[src/rtl/twiddle_fetch_pkg.sv]
// Shared definitions for the twiddle fetch initiator: quadrant mapping,
// full-range twiddle address function and parameter legality check.
package twiddle_fetch_pkg;

  // Multiplier applied to the in-quadrant offset, indexed by {c[M-1], c[M-2]}.
  // Quadrants 0..3 map to multipliers 0, 2, 1, 3.
  localparam logic [3:0][1:0] QUAD_MULT = {2'd3, 2'd1, 2'd2, 2'd0};

  // True when the parameter set is usable by the reduction logic.
  function automatic bit params_ok(int unsigned nn, int unsigned log_m,
                                   int unsigned tab_lat);
    return (nn >= 32'd4) && (log_m >= 32'd2) && (log_m <= nn) &&
           (tab_lat >= 32'd1);
  endfunction

  // Full-range twiddle address for sample index c within a span of 2^log_m.
  function automatic int unsigned tw_addr(int unsigned c, int unsigned nn,
                                          int unsigned log_m);
    int unsigned q;
    int unsigned low;
    int unsigned num;
    int unsigned mask;
    q    = (c >> (log_m - 32'd2)) & 32'd3;
    low  = c & ((32'd1 << (log_m - 32'd2)) - 32'd1);
    num  = low << (nn - log_m);
    mask = (32'd1 << nn) - 32'd1;
    return (num * 32'(QUAD_MULT[q[1:0]])) & mask;
  endfunction

endpackage

[src/rtl/twiddle_fetch_tw_delay.sv]
// Width x depth shift register with synchronous reset; shifts every cycle.
module twiddle_fetch_tw_delay #(
  parameter int unsigned WIDTH = 1,
  parameter int unsigned DEPTH = 1
) (
  input  logic             clock,
  input  logic             reset,
  input  logic [WIDTH-1:0] d,
  output logic [WIDTH-1:0] q
);

  logic [WIDTH-1:0] r_sr [DEPTH];

  // Shift chain: stage 0 takes d, every later stage takes its predecessor.
  always_ff @(posedge clock) begin
    if (reset) begin
      for (int unsigned i = 0; i < DEPTH; i++) begin
        r_sr[i] <= '0;
      end
    end else begin
      r_sr[0] <= d;
      for (int unsigned i = 1; i < DEPTH; i++) begin
        r_sr[i] <= r_sr[i-1];
      end
    end
  end

  assign q = r_sr[DEPTH-1];

endmodule

[src/rtl/twiddle_fetch.sv]
// Twiddle fetch initiator: counts samples in a stage span, issues the
// full-range twiddle address, aligns it to table latency and captures the
// reconstructed twiddle for the stage multiplier.
module twiddle_fetch
  import twiddle_fetch_pkg::*;
#(
  parameter int unsigned NN      = 6,
  parameter int unsigned LOG_M   = 6,
  parameter int unsigned WIDTH   = 16,
  parameter int unsigned TAB_LAT = 1
) (
  input  logic             clock,
  input  logic             reset,
  input  logic             di_en,
  input  logic             sync,
  output logic [NN-1:0]    taddr,
  output logic [NN-1:0]    taddr_sel,
  input  logic [WIDTH-1:0] tab_data_r,
  input  logic [WIDTH-1:0] tab_data_i,
  output logic             tw_en,
  output logic [WIDTH-1:0] tw_r,
  output logic [WIDTH-1:0] tw_i,
  output logic             tw_bypass
);

  if (!params_ok(NN, LOG_M, TAB_LAT)) begin : g_bad_params
    $error("twiddle_fetch: illegal NN/LOG_M/TAB_LAT combination");
  end

  logic [LOG_M-1:0] r_count;
  logic [LOG_M-1:0] w_c;
  logic [NN-1:0]    w_addr;
  logic             w_cap_valid;

  // sync forces the current sample to index 0 of the frame.
  assign w_c    = sync ? '0 : r_count;
  assign w_addr = NN'(tw_addr(32'(w_c), NN, LOG_M));

  // Sample counter and address register; both advance only on accepted samples.
  always_ff @(posedge clock) begin
    if (reset) begin
      r_count <= '0;
      taddr   <= '0;
    end else if (di_en) begin
      r_count <= w_c + LOG_M'(1);
      taddr   <= w_addr;
    end else if (sync) begin
      r_count <= '0;
    end
  end

  // Address-for-select, aligned with the table read data.
  twiddle_fetch_tw_delay #(
    .WIDTH (NN),
    .DEPTH (TAB_LAT)
  ) u_sel_dly (
    .clock (clock),
    .reset (reset),
    .d     (taddr),
    .q     (taddr_sel)
  );

  // Sample valid, arriving at the capture stage together with the table data.
  twiddle_fetch_tw_delay #(
    .WIDTH (1),
    .DEPTH (TAB_LAT + 1)
  ) u_vld_dly (
    .clock (clock),
    .reset (reset),
    .d     (di_en),
    .q     (w_cap_valid)
  );

  // Capture stage: twiddle and bypass hold between valid samples; tw_en strobes.
  always_ff @(posedge clock) begin
    if (reset) begin
      tw_en     <= 1'b0;
      tw_r      <= '0;
      tw_i      <= '0;
      tw_bypass <= 1'b0;
    end else begin
      tw_en <= w_cap_valid;
      if (w_cap_valid) begin
        tw_r      <= tab_data_r;
        tw_i      <= tab_data_i;
        tw_bypass <= (taddr_sel == '0);
      end
    end
  end

endmodule
[config.mk]
export PLATFORM = sky130hd
export DESIGN_NAME = twiddle_fetch
export DESIGN_NICKNAME = d
export VERILOG_FILES = /design/src/rtl/twiddle_fetch_pkg.sv /design/src/rtl/twiddle_fetch_tw_delay.sv /design/src/rtl/twiddle_fetch.sv
export SDC_FILE = /design/constraint.sdc
export NUM_CORES = 1
export LEC_CHECK = 0
export ABC_AREA = 1
export CORE_MARGIN = 8
export CORE_UTILIZATION = 28
export DETAILED_ROUTE_END_ITERATION = 16
export SKIP_CTS_REPAIR_TIMING = 1
export SLEW_MARGIN = 30
export SYNTH_ARGS = -nofsm -noshare
export SYNTH_HDL_FRONTEND = slang
export SYNTH_SLANG_ARGS = --single-unit
export TNS_END_PERCENT = 1
[constraint.sdc]
create_clock -name clock -period 3.7 [get_ports clock]
set_input_delay 1.11 -clock clock [delete_from_list [all_inputs] [get_ports clock]]
set_output_delay 1.11 -clock clock [all_outputs]
set_load 0.005 [all_outputs]
==> reports/metrics.cfg <==
[synth]
synth_top_area_share_pct=52.1
synth_compound_area_share_pct=11.5
synth_warnings=0
async_flop_share_pct=0
yosys.area_share.simple_pct=25.8
syn_area_per_cell_sq_um=7.82
syn_nets=306
synth_seq_cells=54
synth_top_area_cell=dfxtp_1
synthAdderAreaFrac_pct=3.38
synthCells=265
yosysSeqAreaShare_pct=52.1
syn-cell-area_sq_mm=0.00207
ys.flop_type=dfxtp_1
synth_top_family_by_area=simple AND/OR/NAND/NOR gates
synth_xor_area_share_pct=0.422
synth_edf_count=0
synth.area.mux_share_pct=0
synthTopCellsByArea=dfxtp_1 (52%), nor2_1 (16%), o21ai_0 (8.4%)
synthDistinctLibCells=27

[critical_path]
path_cells=clkdlybuf4s50_1 > inv_2 > nand2_1 > nor2_1 > ha_1 > fa_1 > nand2_1 > a21oi_1 > a22o_1
crit_buf_inv=2
crit_top_cell=nand2_1
cp_slowest_cell=clkdlybuf4s50_1
ff2ff_path_depth=8
critPathRequiredTime_ns=3.89
crit_cells=9
slowest_delay_ns=0.63
cp_data_arrival_time_ns=3.05
start_kind=input pin
crit_family=buffers and inverters
timing_worst_setup_path_type=input pin to flip-flop
crit_fanout=7
reg2reg_slack_ns=2.06
end_kind=flip-flop

[final_layout]
nNetsFinal=386
mostFrequentLayoutCell=nor2_1
fillers=766
num_antenna_cells=0
syn2layout_area_growth_pct=47.9
layout_common_cells=nor2_1 (90), clkdlybuf4s50_1 (81), dfxtp_1 (54)
drive_gt1_share_pct=7.23
final-seq-area_sq_mm=0.00108
multi_input_area_sq_um=851

[pwr]
ir_drop_mv=0.164
p_per_area_mw_per_mm2=353
p_leak_nw=1.23

[detailed_routing]
ant_nets=0
first_pass_iters=4
wirelength_mm=5.55
first_iter_violations=55
vias=1896
drc=0
viasPerCell=4.26
wl_per_cell_um=12.5

[grt]
grt.met1_usage_pct=11.6
track_usage_pct=10.4
grt_max_degree=36
grt_pass1_wl_mm=8.63
antenna_found_initial=0
globalRouteMet3Util_pct=6.68
busiest_layer=met2
met2_usage_pct=16.2
overflow=0
grt_pass1_vias=1826

[timing]
tightest_slew_ns=0.600
fmax_mhz=350
rsz0062_at_grt=no
fin_skew_ns=0.00901
timing.setup.tns_ns=0
finalCritPeriodShare_pct=77.2
finalSetupViolCount=0
holdWs_ns=0.410
hold_violations=0
relSlewSlack_pct=60.0
layout_min_cycle_time_ns=2.86
drv_slew=0
setup_slack_ns=0.844

[clocking]
clockBufferDepth=2
clk_latency_ns=0.30
root_buffer=clkbuf_8
htreeDepth=2
cts_buffers=5
cts_tree=built
clkTransAtPathRegs_ns=0.09
cts.sinks=54

[floorplan]
die-area_sq_mm=0.0104
num_rows=31
io_pins=82
die-height_um=102
initial_core_util_pct=28.7
die_w_um=102
core_sq_mm=0.00721

[run_status]
status=complete, no violations

[run]
drv_cap=0

[placement]
io_buffers=81
dp_slack_ns=0.521
dp_hpwl_mm=4.06
gp_congestion=0.791

[hold_path]
min_path_type=flip-flop to flip-flop
hold_path_depth=2

cell families after synthesis:
logic type	after synthesis
AND/OR/NAND/NOR	127
flip-flops	54
AO/OA/AOI/OAI	45
buffers and inverters	33
adder cells (fa/ha/maj)	5
XOR/XNOR	1
metal layers:
metal  up-vias  wire length, um
met3         2              724
li1        987                -
met1       851             2370
met4         0               13
met5         -                0
met2        56             2440
worst register-to-register path, stage by stage, from the launching register on:
cell and delay (ns):
dfxtp_1 0.32, inv_1 0.03, nor2_1 0.20, inv_1 0.12, nor2_1 0.10, ha_1 0.21
fa_1 0.42, nand2_1 0.07, o21ai_0 0.07
where the power goes:
group	leakage [nW]	switching, mW	internal (mW)	total, mW
Combinational	0.746	0.0536	0.0787	0.132
Clock	0.0472	0.188	0.151	0.338
Sequential	0.440	0.00973	0.603	0.613
Total	1.23	0.251	0.833	1.08
final cells by class:
class | count | area share [%]
Tap cell | 99 | 4.04
Multi-Input combinational cell | 178 | 27.7
Timing Repair Buffer | 84 | 27.2
Clock inverter | 2 | 0.408
Sequential cell | 54 | 35.3
Inverter | 22 | 2.69
Clock buffer | 6 | 2.69
stage by stage:
| step | total power [mW] | util (%) | cells | area, sq um |
|---|---|---|---|---|
| 6_report | 1.08 | 42.5 | 445 | 3070 |
| 5_1_grt | 1.14 | 42.5 | 445 | 3070 |
| 4_1_cts | 1.11 | 42.5 | 445 | 3070 |
| 3_5_place_dp | 0.761 | 41.2 | 437 | 2970 |
| 3_3_place_gp | 0.761 | 41.2 | 437 | 2970 |
| 2_1_floorplan | 0.669 | - | 265 | 2070 |
Yosys cell counts, types with 2 or more instances:
master	number
nor2_1	90
inv_1	17
buf_4	3
nand3_1	6
nor2_4	2
inv_2	4
nand2_1	22
dfxtp_1	54
nand2_2	2
a21oi_1	5
buf_2	5
o21ai_0	35
ha_1	4
clkbuf_1	3
flip-flops by register name, indices dropped and copies added (netlist names):
register	flops
u_sel_dly.r_sr	6
tw_i	16
r_count	6
tw_r	16
taddr	6
tw_bypass	1
u_vld_dly.r_sr	2
tw_en	1
final timing paths:
path / start / end
worst max register to register: r_count[5] / taddr[2]
worst max-delay path: sync / taddr[5]
worst min register to register: u_vld_dly.r_sr[0][0] / u_vld_dly.r_sr[0][1]
worst min-delay path: u_vld_dly.r_sr[0][0] / u_vld_dly.r_sr[0][1]
Note: power is estimated with default switching activity, not from simulation.
